--- src/rtl/rst_seq_ctrl.sv ---
// -----------------------------------------------------------------------------
// rst_seq_ctrl
//
// System reset controller for the 4004 SCU. It takes the board push-button
// (raw, asynchronous, active-low, bouncing), synchronises and debounces it, and
// merges it with the synchronous system reset and an optional software reset
// request. From these sources it drives NUM_DOM registered, active-high domain
// resets. All domains assert together and are released one at a time, in index
// order (bit 0 first), once the hold time has elapsed.
//
// Parameters
//   NUM_DOM      number of reset domains (1..16)
//   DBNC_CYCLES  consecutive stable samples needed to accept a button change
//   HOLD_CYCLES  cycles all domains stay asserted after the last source clears
//   GAP_CYCLES   cycles between successive domain releases
//
// Ports
//   clk_i         in   system clock
//   rst_i         in   synchronous active-high system (power-on) reset
//   btn_rstn_i    in   raw push-button reset, active-low, asynchronous
//   sw_rst_req_i  in   software reset request, active-high, one cycle
//   rst_o         out  [NUM_DOM-1:0] domain resets, active-high
//   rst_done_o    out  high while every domain is released
//   rst_cause_o   out  [1:0] cause of last reset: 00 system, 01 button,
//                      10 software
//
// Build option
//   SCU_SW_RST_EN  when defined, sw_rst_req_i triggers a reset and cause code
//                  10 becomes reachable. When undefined the request input is
//                  ignored and no logic is built for it.
// -----------------------------------------------------------------------------
module rst_seq_ctrl #(
    parameter int NUM_DOM     = 4,
    parameter int DBNC_CYCLES = 10,
    parameter int HOLD_CYCLES = 100,
    parameter int GAP_CYCLES  = 8
) (
    input  logic               clk_i,
    input  logic               rst_i,
    input  logic               btn_rstn_i,
    input  logic               sw_rst_req_i,
    output logic [NUM_DOM-1:0] rst_o,
    output logic               rst_done_o,
    output logic [1:0]         rst_cause_o
);

    localparam int DBNC_W = $clog2(DBNC_CYCLES + 1);
    localparam int HOLD_W = $clog2(HOLD_CYCLES + 1);
    localparam int GAP_W  = $clog2(GAP_CYCLES + 1);
    localparam int IDX_W  = $clog2(NUM_DOM + 1);

    localparam logic [1:0] CAUSE_SYS = 2'b00;
    localparam logic [1:0] CAUSE_BTN = 2'b01;
    localparam logic [1:0] CAUSE_SW  = 2'b10;

    typedef enum logic [1:0] {
        ST_ASSERT  = 2'd0,
        ST_RELEASE = 2'd1,
        ST_RUN     = 2'd2
    } state_t;

    // -------------------------------------------------------------------------
    // Button path: two-flop synchroniser followed by a debounce counter.
    // btn_state_reg is the accepted level (1 = released). The counter tracks
    // how many consecutive synchronised samples disagree with it; any agreeing
    // sample clears it, so a bounce restarts the count.
    // -------------------------------------------------------------------------
    logic              sync1_reg;
    logic              sync2_reg;
    logic              btn_state_reg;
    logic              press_evt_reg;
    logic [DBNC_W-1:0] dbnc_cnt_reg;

    always_ff @(posedge clk_i) begin
        if (rst_i) begin
            sync1_reg     <= 1'b1;
            sync2_reg     <= 1'b1;
            btn_state_reg <= 1'b1;
            dbnc_cnt_reg  <= '0;
            press_evt_reg <= 1'b0;
        end else begin
            sync1_reg     <= btn_rstn_i;
            sync2_reg     <= sync1_reg;
            press_evt_reg <= 1'b0;
            if (sync2_reg == btn_state_reg) begin
                dbnc_cnt_reg <= '0;
            end else if (dbnc_cnt_reg >= DBNC_W'(DBNC_CYCLES - 1)) begin
                // This sample is the DBNC_CYCLES-th disagreeing one: accept it.
                btn_state_reg <= sync2_reg;
                dbnc_cnt_reg  <= '0;
                // Only the transition into "pressed" is an event.
                press_evt_reg <= ~sync2_reg;
            end else begin
                dbnc_cnt_reg <= dbnc_cnt_reg + 1'b1;
            end
        end
    end

    // -------------------------------------------------------------------------
    // Software request path (optional)
    // -------------------------------------------------------------------------
    logic sw_req;

`ifdef SCU_SW_RST_EN
    assign sw_req = sw_rst_req_i;
`else
    assign sw_req = 1'b0;
    // Port kept for pin compatibility; deliberately not used.
    logic unused_sw_rst_req;
    assign unused_sw_rst_req = sw_rst_req_i;
`endif

    // -------------------------------------------------------------------------
    // Sequencer state and registered outputs
    // -------------------------------------------------------------------------
    state_t             state_reg,    state_next;
    logic [HOLD_W-1:0]  hold_cnt_reg, hold_cnt_next;
    logic [GAP_W-1:0]   gap_cnt_reg,  gap_cnt_next;
    logic [IDX_W-1:0]   idx_reg,      idx_next;
    logic [NUM_DOM-1:0] rst_reg,      rst_next;
    logic               done_reg,     done_next;
    logic [1:0]         cause_reg,    cause_next;

    logic               trigger;
    logic [NUM_DOM-1:0] idx_hit;

    // One-hot decode of the next domain to release.
    generate
        for (genvar gi = 0; gi < NUM_DOM; gi++) begin : g_idx_hit
            assign idx_hit[gi] = (idx_reg == IDX_W'(gi));
        end
    endgenerate

    // A press event and a software request both restart the sequence.
    assign trigger = press_evt_reg | sw_req;

    always_ff @(posedge clk_i) begin
        if (rst_i) begin
            state_reg    <= ST_ASSERT;
            hold_cnt_reg <= '0;
            gap_cnt_reg  <= '0;
            idx_reg      <= '0;
            rst_reg      <= '1;
            done_reg     <= 1'b0;
            cause_reg    <= CAUSE_SYS;
        end else begin
            state_reg    <= state_next;
            hold_cnt_reg <= hold_cnt_next;
            gap_cnt_reg  <= gap_cnt_next;
            idx_reg      <= idx_next;
            rst_reg      <= rst_next;
            done_reg     <= done_next;
            cause_reg    <= cause_next;
        end
    end

    always_comb begin
        state_next    = state_reg;
        hold_cnt_next = hold_cnt_reg;
        gap_cnt_next  = gap_cnt_reg;
        idx_next      = idx_reg;
        rst_next      = rst_reg;
        done_next     = done_reg;
        cause_next    = cause_reg;

        // Button has priority over software when both arrive together.
        if (press_evt_reg) begin
            cause_next = CAUSE_BTN;
        end else if (sw_req) begin
            cause_next = CAUSE_SW;
        end

        case (state_reg)
            ST_ASSERT: begin
                rst_next  = '1;
                done_next = 1'b0;
                if (trigger || !btn_state_reg) begin
                    // New request, or button still held: hold time restarts.
                    hold_cnt_next = '0;
                end else if (hold_cnt_reg >= HOLD_W'(HOLD_CYCLES - 1)) begin
                    // Hold expires on this edge: domain 0 goes first.
                    hold_cnt_next = HOLD_W'(HOLD_CYCLES);
                    gap_cnt_next  = '0;
                    idx_next      = IDX_W'(1);
                    rst_next[0]   = 1'b0;
                    if (NUM_DOM == 1) begin
                        state_next = ST_RUN;
                        done_next  = 1'b1;
                    end else begin
                        state_next = ST_RELEASE;
                    end
                end else begin
                    hold_cnt_next = hold_cnt_reg + 1'b1;
                end
            end

            ST_RELEASE: begin
                if (trigger) begin
                    state_next    = ST_ASSERT;
                    rst_next      = '1;
                    done_next     = 1'b0;
                    hold_cnt_next = '0;
                    gap_cnt_next  = '0;
                    idx_next      = '0;
                end else if (gap_cnt_reg >= GAP_W'(GAP_CYCLES - 1)) begin
                    gap_cnt_next = '0;
                    rst_next     = rst_reg & ~idx_hit;
                    if (idx_reg >= IDX_W'(NUM_DOM - 1)) begin
                        // Last domain released: done rises on the same edge.
                        state_next = ST_RUN;
                        done_next  = 1'b1;
                    end else begin
                        idx_next = idx_reg + 1'b1;
                    end
                end else begin
                    gap_cnt_next = gap_cnt_reg + 1'b1;
                end
            end

            ST_RUN: begin
                rst_next  = '0;
                done_next = 1'b1;
                if (trigger) begin
                    state_next    = ST_ASSERT;
                    rst_next      = '1;
                    done_next     = 1'b0;
                    hold_cnt_next = '0;
                    gap_cnt_next  = '0;
                    idx_next      = '0;
                end
            end

            default: begin
                // Unused encoding: fall back to the safe, all-asserted state.
                state_next    = ST_ASSERT;
                rst_next      = '1;
                done_next     = 1'b0;
                hold_cnt_next = '0;
                gap_cnt_next  = '0;
                idx_next      = '0;
            end
        endcase
    end

    assign rst_o       = rst_reg;
    assign rst_done_o  = done_reg;
    assign rst_cause_o = cause_reg;

endmodule

--- config.mk ---
export PLATFORM = sky130hd
export DESIGN_NAME = rst_seq_ctrl
export DESIGN_NICKNAME = d
export VERILOG_FILES = /design/src/rtl/rst_seq_ctrl.sv
export SDC_FILE = /design/constraint.sdc
export NUM_CORES = 1
export LEC_CHECK = 0
export CORE_MARGIN = 3
export CORE_UTILIZATION = 48
export DETAILED_ROUTE_END_ITERATION = 7
export PLACE_DENSITY = 0.68
export REMOVE_ABC_BUFFERS = 1
export SLEW_MARGIN = 20
export SYNTH_ARGS = -nofsm -noshare
export SYNTH_HDL_FRONTEND = slang
export SYNTH_SLANG_ARGS = --single-unit
--- constraint.sdc ---
create_clock -name clk_i -period 1.8 [get_ports clk_i]
set_input_delay 0.18 -clock clk_i [delete_from_list [all_inputs] [get_ports clk_i]]
set_output_delay 0.18 -clock clk_i [all_outputs]
set_load 0.005 [all_outputs]
==> results, run 1 <==
- On the worst path, the slowest cell contributes a delay of 340 ps.
- The kind of capture point of the worst setup path is a register.
- Clock-pin slew was measured on the worst setup and hold paths at 100 ps.
- The number of clock buffers added by TritonCTS is 5.
- The layout has 301 filler cells.
- The most frequently used flop master after synthesis is dfxtp_1.
- The final max-slew violation count is 0.
- For flop-to-flop paths, the worst setup slack is 50 ps.
- The worst-skew pair later-pin latency is 340 ps.
- After clock tree synthesis, the flow added hold-fix buffers numbering 0.
- The total cell area at the placement stage is around 1900 um2.
- The final antenna-violating net count is 0.
- The share of async-settable or async-resettable flops after synthesis is 0%.
- After detailed routing, the number of vias per cell comes to 5.469.
- The register with the most flip-flops in the layout has 7 of them.
- Derived from the worst setup path, the maximum achievable clock frequency is 572.8 MHz.
- The H-tree generated during clock tree synthesis spans 2 levels.
- The clock tree root buffer cell is clkbuf_4.
- Data arrives at the worst endpoint at 1990 ps.
- The worst setup path is launched from a register.
- Setup repair after global routing left no endpoint under its margin.
- The worst register-to-register path ends at idx_reg[2]$_SDFFE_PP0P_.
- The number of library cell types mapped by synthesis is 48.
- The total number of nets in the final design is 233.
- The number of placed I/O pins is 11.
- The HPWL reported at the end of detailed placement is 2.560 mm.
- The clock sink count is 30.
- The flow ran to the end, and the final reports show no timing, DRC or antenna violations.
- VDD sags by at most 0.0004274 V.
- STA puts the critical path data required time at 2040 ps.
- Row generation in the floorplan step produced 20 rows.
- The post-route minimum period is 1746 ps.
- The floorplan step defined a core boundary enclosing 3203 um2.
- The via count of the first global-routing pass came to 1407.
- The startpoint of the worst register-to-register path is idx_reg[0]$_SDFFE_PP0P_.
- For this configuration, the core starts out at a cell density of between 50% and 60%.
- The cell family contributing the most delay on the critical path is compound AO/OA/AOI/OAI gates.
- The die is 65.15 um wide.
- Counting flops and latches in the post-synthesis netlist gives 30.
- The type of the tightest min-delay check is input pin to register.
- The routability congestion estimate from global placement is roughly 0.85.
- The number of antenna violations at the first check in global routing is 0.
- The longest clock path from root to sink contains 2 buffers.
- Setup violations remaining at the end of the flow were counted as 0.
- The proportion of layout cells with a drive suffix above 1 is around 25%.
- For this block, the via count after detailed routing is approximately 1400.
- The worst hold path cell count is 2.
- The initial DRC count is 33.
- The detailed-route wire length per cell is 13.10 um.
- The overflow left after global routing is 0.
- The die height is 65.15 um.
- The worst min-delay path startpoint is btn_rstn_i.
- The worst clock skew is about 11 ps.
- The share of the clock period used by the worst path after layout is approximately 97%.
- The first-pass GRT wire length is 6.072 mm.
- The floorplan step defined a die boundary enclosing around 4200 um2.
- For this run, the number of Yosys warnings is 0.
- The diode insertion count for antenna repair is 0.
- The number of buffer and inverter stages on the critical path is 0.
- Dividing total power by cell area gives a power density of 778.3 nW/um2.
- The count of buffers added on input and output ports is 8.
- The slowest stage of the critical path is the a211o_1 cell.
- The signal on the critical path passes through ha_2 > ha_2 > a211o_1 > a221oi_4 > mux2_4.
- The TritonCTS clock tree is done.
- The sequential element share of the synthesized area is 35.77%.
- After detailed placement, the design holds a cell count of between 200 and 300.
- The detailed-routing iteration count for the pre-antenna-repair pass is 4.
- Synthesis handed over a netlist of 188 instances.
- Entering global routing, the biggest net connects 18 pins.
- The worst hold endpoint is sync1_reg$_SDFF_PP1_.
- For this run, design rule violations remaining after detail routing come to 0.
- Across the run, the number of max-cap violations was 0.
- The filler-free cell count of the finished design is 260.
- The largest fanout of any net on the critical path is 3.
- The analysis attributes to cell leakage a power of 0.7729 nW.
- The final-layout worst hold slack is just under 400 ps.
- The synthesized design contains 0 enable-type register cells.
- The final cell utilization of the core is between 60% and 70%.
- The global-route total usage across every layer is 18.38%.
- The critical path is of the register to register type.
- The number of cells on the worst reg-to-reg path is 5.
- The area added between synthesis and finish is 21.39%.
- In this design, the critical path's most frequently occurring cell is ha_2.
- The mapped cell area is 1679 um2.
- The final-report hold violation count is 0.
- Averaged over all synthesized cells, the footprint is 8.931 um2.
- The finished layout cell area is approximately 2000 um2.
- After detailed routing, the total wire length is between 3 and 4 mm.
-- final cells by class --
class / count / area (um2) / area share (%)
Timing Repair Buffer: 28 / 234.0 / 11.48
Multi-Input combinational cell: 139 / 1035 / 50.77
Tap cell: 44 / 55.05 / 2.701
Clock inverter: 2 / 12.51 / 0.6139
Inverter: 11 / 41.29 / 2.026
Clock buffer: 6 / 51.30 / 2.517
Sequential cell: 30 / 609.3 / 29.90
-- cell usage after synthesis (all sizes together), types with 4 or more instances --
| cell | count | area share (%) |
|---|---|---|
| nand2 | 11 | 2.5 |
| dfxtp | 30 | 36 |
| o21ai | 9 | 2.7 |
| inv | 11 | 2.5 |
| nor2 | 15 | 3.4 |
| a211o | 5 | 3.1 |
| nand3 | 8 | 2.4 |
| a21oi | 14 | 4.4 |
| a21boi | 4 | 1.8 |
| nor3 | 4 | 1.2 |
| nand2b | 5 | 1.9 |
| ha | 14 | 10 |
| mux2i | 4 | 2.4 |
| nor2b | 5 | 1.9 |
| clkbuf | 6 | 1.4 |
-- how the worst max path moves through the flow --
stage	startpoint	end	slack, ps	depth (start not counted)
6_report	idx_reg[0]$_SDFFE_PP0P_	idx_reg[2]$_SDFFE_PP0P_	50	5
5_1_grt	press_evt_reg$_SDFF_PP0_	idx_reg[2]$_SDFFE_PP0P_	5	4
4_1_cts	state_reg[0]$_SDFFE_PP0P_	idx_reg[2]$_SDFFE_PP0P_	8	5
3_5_place_dp	state_reg[0]$_SDFFE_PP0P_	rst_o[3]$_SDFFE_PP1P_	-40	6
3_3_place_gp	state_reg[0]$_SDFFE_PP0P_	gap_cnt_reg[3]$_SDFFE_PP0P_	3	5
2_1_floorplan	hold_cnt_reg[0]$_SDFFE_PP0N_	idx_reg[2]$_SDFFE_PP0P_	-20	5
-- what timing repair did --
action / 4_1_cts / 5_1_grt
setup endpoints to repair: 8 / 14
pin swaps: 0 / 2
gates resized for setup: 5 / 15
setup buffers: 0 / 1
endpoints found under the hold margin: 0 / 0
-- stage by stage --
stage                     setup TNS (ps)  worst slack, ps  power (mW)
after global placement                 0            2.851       1.113
final                                  0            54.32       1.586
after global routing                   0            4.682       1.685
after detailed placement          -142.3           -40.10       1.129
after floorplan                   -17.75           -17.75      0.9764
after CTS                              0            8.222       1.575
-- cell families after synthesis --
kind of cell,count (synthesis),synth area share (%)
xor gates and xnor gates,3,1.565
AOI/OAI and AO/OA,47,20.19
and+or+nand+nor,69,23.55
muxes,5,3.279
adders and majority gates,14,10.43
other,1,0.2233
buffers and inverters,19,4.993
DFF,30,35.77
-- cells in the final DEF, fill, tap and decap left out, types with 4 or more instances in the layout --
cell / count
a211o_1: 4
a21boi_0: 4
a21oi_1: 12
buf_4: 19
clkbuf_4: 5
clkdlybuf4s50_1: 8
dfxtp_1: 25
dfxtp_2: 4
ha_1: 9
ha_2: 4
inv_1: 10
mux2i_1: 4
nand2_1: 10
nand2b_1: 5
nand3_1: 8
nor2_1: 15
nor2b_1: 5
nor3_1: 4
o21ai_0: 8
-- report_power, final --
group	switching (mW)	internal, mW	total, mW
Sequential	0.0410	0.713	0.754
Clock	0.243	0.187	0.430
Combinational	0.200	0.202	0.402
Total	0.484	1.10	1.59
-- routing by layer --
layer  part of all wire (%)  track usage (%)  routed length (um)
met4                    1.3            6.218                  44
met5                      0                0                   0
met1                     47            21.43                1604
met2                     48            32.31                1627
met3                    3.8            5.128                 131
(Power assumes the default switching activity.)
==> run 2, diff against run 1 <==
REMOVE_ABC_BUFFERS = default   (was 1)
==> run 2 against run 1 <==
Compared with the run above: design area is essentially flat; first-iteration DRC count grew 88%; maximum frequency shrank 1.3%; hold slack gained 19 ps; via count grew 0.21%; combinational power is essentially flat; global-route usage shrank 0.39 points; setup slack lost 24 ps; sequential share of layout area shrank 0.10 points; clock-buffer cell count grew 1; clock skew shrank 1.2 ps; critical path type unchanged; largest power group unchanged.
==> results, run 2 (same netlist as run 1, synthesis figures left out) <==
- The flow ran to the end, and the final reports show no timing, DRC or antenna violations.
- The minimum setup slack among reg-to-reg paths is 30 ps (-20 ps).
- The proportion of layout cells with a drive suffix above 1 is 24.54% (unchanged).
- The kind of capture point of the worst setup path is a register.
- The share of the clock period used by the worst path after layout was 98.30% (+1.3 points).
- The routability congestion estimate from global placement is 0.8488 (-0.54%).
- The data required time of the worst path was 2020 ps (-20 ps).
- The type of the worst setup path is register to register.
- The largest net degree at the start of global routing came to 13 (-5).
- The number of flip-flops in the largest register came to 7 (unchanged).
- The die area is 4244 um2 (unchanged).
- The via count normalized by instance count came to 5.481 (+0.21%).
- STA classifies the critical path startpoint as a register.
- The post-route minimum period came to 1769 ps (+23.65 ps).
- The initial DRC count is 62 (+88%).
- The total cell area at the placement stage is 1918 um2 (+0.20%).
- The final-report hold violation count came to 0 (unchanged).
- The detailed-routing iteration count for the pre-antenna-repair pass came to 4 (unchanged).
- The power density over cell area came to 741.2 nW/um2 (-4.8%).
- The die extent in x is 65.15 um (unchanged).
- The number of CTS-inserted buffers is 5 (unchanged).
- The data arrival time at the worst-slack endpoint came to 1990 ps (about the same).
- The count of final setup violators is 0 (unchanged).
- The max-cap check violation count came to 0 (unchanged).
- The detailed-route wire length per cell came to 13.68 um (+4.4%).
- The global-route total usage across every layer is 17.99% (-0.39 points).
- The diode insertion count for antenna repair is 0 (unchanged).
- The library cells used most frequently in the layout, excluding fill and tap cells, are 25 x dfxtp_1, 21 x buf_4, 15 x nor2_1.
- The total detailed-routing wirelength is 3.558 mm (+4.4%).
- The total of buffers placed on input and output ports is 8 (unchanged).
- The total number of nets in the final design is 234 (+0.43%).
- The clock transition at the register clock pins on the worst setup and hold paths after CTS was 80 ps (-20 ps).
- The final max-slew violation count is 0 (unchanged).
- The DRC violation count after routing is 0 (unchanged).
- The maximum VDD drop came to 0.0004820 V (+13%).
- The post-placement cell count is 251 (unchanged).
- The area added between synthesis and finish came to 21.31% (about the same).
- The starting utilization of the core area is 52.42% (unchanged).
- The row count came to 20 (unchanged).
- The largest fanout of any net on the critical path is 5 (+2).
- The filler-free cell count of the finished design is 260 (unchanged).
- The final cell utilization of the core is 63.59% (about the same).
- The number of antenna violations at the first check in global routing is 0 (unchanged).
- The die height is 65.15 um (unchanged).
- The final antenna-violating net count was 0 (unchanged).
- The finished layout cell area came to 2037 um2 (about the same).
- The HPWL reported at the end of detailed placement is 2.589 mm (+1.2%).
- The clock sink count is 30 (unchanged).
- The maximum operating frequency is 565.2 MHz (-1.3%).
- The via count of the first global-routing pass is 1351 (-4.0%).
- Leaving out fill and tap cells, the most frequent cell in the layout is dfxtp_1.
- The total number of vias is 1425 (+0.21%).
- The number of placed I/O pins is 11 (unchanged).
- The core region area is 3203 um2 (unchanged).
- The worst-skew pair later-pin latency was 320 ps (-20 ps).
- The buffer depth of the longest clock path came to 2 (unchanged).
- The leakage power figure is 0.7643 nW (-1.1%).
- The TritonCTS clock tree is done.
- The worst clock skew was 9.688 ps (-1.245 ps).
- The synthesized net count is 206.
- The clock tree root buffer cell is clkbuf_4.
- The overflow left after global routing is 0 (unchanged).
- The number of H-tree levels was 2 (unchanged).
- The first-pass GRT wire length was 6.003 mm (-1.1%).
- The type of the tightest min-delay check is register to register.
[run 2: final cells by class]
cell class | count | area, um2
Fill cell | 293 | 1166
Multi-Input combinational cell | 139 | 1051
Sequential cell | 30 | 606.8
Timing Repair Buffer | 29 | 237.7
Tap cell | 44 | 55.05
Clock buffer | 7 | 45.04
Inverter | 11 | 41.29
[run 2: per-layer routing]
| layer | vias to the layer above | GRT usage (%) | share of wire, % |
|---|---|---|---|
| li1 | 718 | - | - |
| met1 | 664 | 20.70 | 44 |
| met2 | 37 | 31.55 | 50 |
| met3 | 6 | 5.812 | 4.7 |
| met4 | 0 | 5.699 | 1.3 |
| met5 | - | 0 | 0 |
[run 2: worst paths after layout]
kind                              from                       to  cells past startpoint
max          state_reg[1]$_SDFFE_PP0P_  idx_reg[2]$_SDFFE_PP0P_                      7
min               sync1_reg$_SDFF_PP1_     sync2_reg$_SDFF_PP1_                      1
max reg2reg  state_reg[1]$_SDFFE_PP0P_  idx_reg[2]$_SDFFE_PP0P_                      7
min reg2reg       sync1_reg$_SDFF_PP1_     sync2_reg$_SDFF_PP1_                      1
[run 2: timing repair]
item	CTS	global route
endpoints found under the setup margin	7	10
buffers inserted	0	2
hold buffers	0	0
resized for setup	6	13
pin swaps	0	2
[run 2: critical path: stages (launching register included)]
cell and delay, ps:
dfxtp_2 330, inv_2 40, ha_2 170, buf_4 140
buf_4 140, and2b_2 210, a221oi_4 310, mux2_4 330
[run 2: power by group]
part | total [mW] | internal [mW] | switching, mW
combinational | 0.404 | 0.202 | 0.202
clock | 0.353 | 0.147 | 0.206
sequential | 0.752 | 0.710 | 0.0421
[run 2: through the flow]
stage	hold slack, ps	setup TNS, ps	power, mW	worst slack, ps
floorplan	283.8	0	0.9926	10.02
global placement	393.5	0	1.116	10.03
detailed placement	395.0	-310.9	1.133	-77.53
CTS	406.1	0	1.498	24.01
global route	410.9	-42.29	1.603	-25.95
finish	412.0	0	1.510	30.67
